`src/rtl/ram_arbiter.sv`:
```
// ram_arbiter: round-robin arbiter that serialises two requesters' read/write commands
// onto a single-port synchronous RAM, one command every four cycles.
module ram_arbiter #(
    parameter int DATA_W = 8,
    parameter int ADDR_W = 3
) (
    input  logic              clk,
    input  logic              rst_n,
    input  logic              req0_i,
    input  logic              req1_i,
    input  logic              we0_i,
    input  logic              we1_i,
    input  logic [ADDR_W-1:0] adr0_i,
    input  logic [ADDR_W-1:0] adr1_i,
    input  logic [DATA_W-1:0] wdata0_i,
    input  logic [DATA_W-1:0] wdata1_i,
    output logic              ack0_o,
    output logic              ack1_o,
    output logic [DATA_W-1:0] rdata0_o,
    output logic [DATA_W-1:0] rdata1_o,
    output logic              rvalid0_o,
    output logic              rvalid1_o,
    output logic              busy_o,
    output logic [ADDR_W-1:0] ram_adr_o,
    output logic [DATA_W-1:0] ram_din_o,
    output logic              ram_write_en_o,
    input  logic [DATA_W-1:0] ram_dout_i
);
    typedef enum logic [1:0] {IDLE, ACCESS, CAPTURE, ACK} state_t;

    state_t              state_q, state_d;
    logic                grant_q, grant_d;
    logic                last_q, last_d;
    logic                wr_q, wr_d;
    logic                we_q, we_d;
    logic [ADDR_W-1:0]   adr_q, adr_d;
    logic [DATA_W-1:0]   din_q, din_d;
    logic [1:0]          ack_q, ack_d;
    logic [1:0]          rvalid_q, rvalid_d;
    logic [DATA_W-1:0]   rdata0_q, rdata0_d;
    logic [DATA_W-1:0]   rdata1_q, rdata1_d;
    logic                win;

    // On a tie the requester that did not win last time gets the grant
    assign win = (req0_i && req1_i) ? ~last_q : req1_i;

    always_comb begin
        state_d  = state_q;
        grant_d  = grant_q;
        last_d   = last_q;
        wr_d     = wr_q;
        we_d     = 1'b0;
        adr_d    = adr_q;
        din_d    = din_q;
        ack_d    = 2'b00;
        rvalid_d = 2'b00;
        rdata0_d = rdata0_q;
        rdata1_d = rdata1_q;
        case (state_q)
            IDLE: begin
                if (req0_i || req1_i) begin
                    state_d = ACCESS;
                    grant_d = win;
                    last_d  = win;
                    wr_d    = win ? we1_i : we0_i;
                    we_d    = win ? we1_i : we0_i;
                    adr_d   = win ? adr1_i : adr0_i;
                    din_d   = win ? wdata1_i : wdata0_i;
                end
            end
            ACCESS: state_d = CAPTURE;
            CAPTURE: begin
                state_d  = ACK;
                ack_d    = {grant_q, ~grant_q};
                rvalid_d = {grant_q, ~grant_q} & {2{~wr_q}};
                rdata0_d = (!wr_q && !grant_q) ? ram_dout_i : rdata0_q;
                rdata1_d = (!wr_q && grant_q) ? ram_dout_i : rdata1_q;
            end
            default: state_d = IDLE;
        endcase
    end

    always_ff @(posedge clk or negedge rst_n) begin
        if (!rst_n) begin
            state_q  <= IDLE;
            grant_q  <= 1'b0;
            last_q   <= 1'b1;
            wr_q     <= 1'b0;
            we_q     <= 1'b0;
            adr_q    <= '0;
            din_q    <= '0;
            ack_q    <= 2'b00;
            rvalid_q <= 2'b00;
            rdata0_q <= '0;
            rdata1_q <= '0;
        end else begin
            state_q  <= state_d;
            grant_q  <= grant_d;
            last_q   <= last_d;
            wr_q     <= wr_d;
            we_q     <= we_d;
            adr_q    <= adr_d;
            din_q    <= din_d;
            ack_q    <= ack_d;
            rvalid_q <= rvalid_d;
            rdata0_q <= rdata0_d;
            rdata1_q <= rdata1_d;
        end
    end

    assign ack0_o         = ack_q[0];
    assign ack1_o         = ack_q[1];
    assign rvalid0_o      = rvalid_q[0];
    assign rvalid1_o      = rvalid_q[1];
    assign rdata0_o       = rdata0_q;
    assign rdata1_o       = rdata1_q;
    assign busy_o         = state_q != IDLE;
    assign ram_adr_o      = adr_q;
    assign ram_din_o      = din_q;
    assign ram_write_en_o = we_q;
endmodule

```
`config.mk`:
```
export PLATFORM = sky130hd
export DESIGN_NAME = ram_arbiter
export DESIGN_NICKNAME = d
export VERILOG_FILES = /design/src/rtl/ram_arbiter.sv
export SDC_FILE = /design/constraint.sdc
export NUM_CORES = 1
export LEC_CHECK = 0
export ABC_AREA = 1
export CORE_AREA = 2 2 69 71
export DETAILED_ROUTE_END_ITERATION = 8
export DIE_AREA = 0 0 71 73
export GPL_TIMING_DRIVEN = 0
export PLACE_DENSITY = 0.81
export SYNTH_ARGS = -nofsm -noshare
export SYNTH_HDL_FRONTEND = slang
export SYNTH_SLANG_ARGS = --single-unit
```
`constraint.sdc`:
```
create_clock -name clk -period 1.1 [get_ports clk]
set_clock_uncertainty 0.05 [all_clocks]
set_input_delay 0.11 -clock clk [delete_from_list [all_inputs] [get_ports clk]]
set_output_delay 0.11 -clock clk [all_outputs]
set_load 0.01 [all_outputs]
```
==> results <==
[through the flow]
| stage | worst slack [ns] | area (um^2) |
|---|---|---|
| after floorplan | -0.138 | 1660 |
| after global placement | -0.944 | 2400 |
| after detailed placement | -0.387 | 2400 |
| after CTS | -0.210 | 2650 |
| after global routing | -0.274 | 2690 |
| final | -0.212 | 2690 |
[final cells by class]
cell class	instances	area, um^2	area share (%)
multi-input combinational	113	616	22.9
clock inverter	1	5.00	0.186
inverter	42	160	5.96
sequential	37	927	34.5
tap	54	67.6	2.52
clock buffer	7	96.3	3.59
timing repair buffer	83	743	27.7
buffer	7	70.1	2.61
[worst paths after layout]
| check | startpoint | to | slack [ns] | depth (start not counted) |
|---|---|---|---|---|
| worst min-delay path | rst_n | rdata1_o[3] | 0.30 | 2 |
| worst max register to register | state_q[0] | rdata0_o[6] | -0.21 | 8 |
| min in group clk | ram_dout_i[4] | rdata1_o[4] | 0.34 | 3 |
| max in group asynchronous | rst_n | last_q | 0.34 | 2 |
| worst max-delay path | state_q[0] | rdata0_o[6] | -0.21 | 8 |
| worst min register to register | ram_din_o[3] | ram_din_o[3] | 0.42 | 2 |
[where the power goes]
part / leakage, nW / switching [W] / internal, W
combinational: 0.936 / 0.00179 / 0.00172
clock: 0.0542 / 0.000463 / 0.000566
sequential: 0.455 / 0.000363 / 0.00204
[timing repair]
item / 4_1_cts / 5_1_grt
gates cloned: 3 / 1
pin swaps: 6 / 12
endpoints found under the hold margin: 36 / 0
hold buffers: 1 / 0
endpoints found under the setup margin: 67 / 95
buffers inserted: 7 / 5
gates resized for setup: 94 / 41
[cell usage after synthesis, types with 2 or more instances]
| master | n |
|---|---|
| buf_2 | 3 |
| inv_1 | 40 |
| nand2_1 | 61 |
| o21ai_1 | 11 |
| o21ai_0 | 8 |
| nand3_1 | 25 |
| inv_2 | 2 |
| nor2_2 | 2 |
| dfrtp_1 | 36 |
| ha_1 | 2 |
| buf_6 | 3 |
| nand2_2 | 2 |
[placed cells by master, fill, tap and decap left out, drive strengths merged]
cell type | netlist | final
buf | 7 | 22
clkbuf | 0 | 26
clkdlybuf4s15 | 0 | 14
clkdlybuf4s50 | 0 | 34
clkinv | 0 | 1
dfrtp | 36 | 36
dfstp | 1 | 1
dlygate4sd3 | 0 | 1
ha | 2 | 2
inv | 42 | 42
nand2 | 63 | 64
nand3 | 25 | 25
nor2 | 3 | 3
o21ai | 19 | 19
[cells by family (layout without fill, tap and decap cells)]
family | count (synthesis) | after routing
flops | 37 | 37
buf+inv | 49 | 140
simple gates | 91 | 92
compound gates | 19 | 19
fa+ha+maj | 2 | 2
[critical path: cells and delay by family, from the launching register on]
family / cells / cell delay (ns)
flops: 1 / 0.37
buf+inv: 3 / 0.30
simple gates: 3 / 0.27
fa+ha+maj: 1 / 0.16
compound gates: 1 / 0.05
[layer usage]
layer,share of wire [%],vias to the layer above,global-route usage (%)
met5,0,-,0
met4,0.87,0,4.40
met3,7.2,5,5.39
met2,51,62,29.0
met1,41,732,22.4
li1,-,778,-
[registers in the layout (all words and copies together) (netlist names)]
name and count:
ram_adr_o 3, rdata1_o 8, state_q 2, ram_write_en_o 1, last_q 1, grant_q 1, ram_din_o 8, rvalid_q 2
ack_q 2, wr_q 1, rdata0_o 8
==> impl_metrics.ini <==
[detailed_routing]
viasPerCell = 4.58
ant_nets = 0
drt_wl_total_um = 4380
first_iter_violations = 66
num_vias = 1577
drt-pass1-iter-count = 4
avgRoutedWirePerCell_um = 12.7
drcViolationCount = 0

[timing]
relSlewSlack_pct = 66.5
period_share_pct = 119
fmaxAchievable_ghz = 0.762
finalSetupViolations = 36
hold_viol = 0
tightest_slew_ns = 0.503
whs_ns = 0.298
fin_tns_setup_ns = -6.29
period_minus_slack_ns = 1.31
final_max_slew_viol_count = 0
setup_slack_ns = -0.212
rsz0062_at_grt = true

[setup_path]
path_class = flip-flop to flip-flop
critPathMostFrequentCell = inv_2
slowest_stage = dfrtp_1
critical_path_required_ns = 1.23
end_kind = flip-flop
crit_chain = inv_2 > ha_4 > inv_2 > nor2_4 > nand2_4 > buf_6 > nand2_2 > o21ai_2
path_max_fanout = 5
cpPeakStageDelay_ns = 0.37
crit_path_start_kind = flip-flop
critPathArrivalTime_ns = 1.44

[synthesis]
synth_edf_count = 0
synth_top_family_by_area = simple AND/OR/NAND/NOR gates
avgSynthCellArea_um2 = 8.34
synth_cell_types = 15
synthTopCellsByArea = dfrtp_1 (55%), nand2_1 (14%), inv_1 (9.1%)
yosysSeqAreaShare_pct = 56.1
synth_top_area_share_pct = 54.5
syn_area_um2 = 1650
synthMuxAreaShare_pct = 0
synth-simple-area-share_pct = 23.6
syn_inst = 198
async_flop_share_pct = 100
synthAdderAreaFrac_pct = 1.52
synth-xor-area-share_pct = 0
yosysTopAreaCell = dfrtp_1
synth-compound-area-share_pct = 5.76
synth-seq-cells = 37
syn_nets = 236
ys.flop_type = dfrtp_1
yosys_warnings = 0

[placed_design]
place_inst = 320
dp_hpwl_um = 2920
port_buffers = 68
finalWeightedCongestion = 0.762

[status]
failed_checks = negative setup slack
outcome = finished, violations left

[hold_path]
hold_class = primary input to asynchronous set/reset pin

[floorplan]
dieArea_um2 = 5180
io_pins = 69
die_x_um = 71
die_h_um = 73
row_count = 25
core_um2 = 4540
initial_utilization_pct = 36.4

[cts]
cts-root-buf = clkbuf_8
clk-insertion-delay-late_ns = 0.29
cts_tree = yes
clock-sinks = 37
cts_htree_levels = 2
clockBufferDepth = 2
clk_pin_slew_ns = 0.07
cts_buffers = 5

[flow_run]
drv_cap = 0

[layout]
fill_cells = 411
nNetsFinal = 327
diodes = 0
syn2layout_area_growth_pct = 62.6
fin_cells = 344
drive_gt1_share_pct = 28.3
fin_util_pct = 59.2

[global_route]
grt_pass1_vias = 1470
grt_use_total_pct = 17.4
grt_antenna_before_repair = 0
overflow = 0
grt_pass1_wl_um = 7010
grt_max_degree = 38

[power_and_ir_drop]
p_leak_nw = 1.45
cellPowerDensity_nw_per_um2 = 2580
max-vdd-ir-drop_uv = 941
finalPower_w = 0.00694
(Power assumes the default switching activity.)
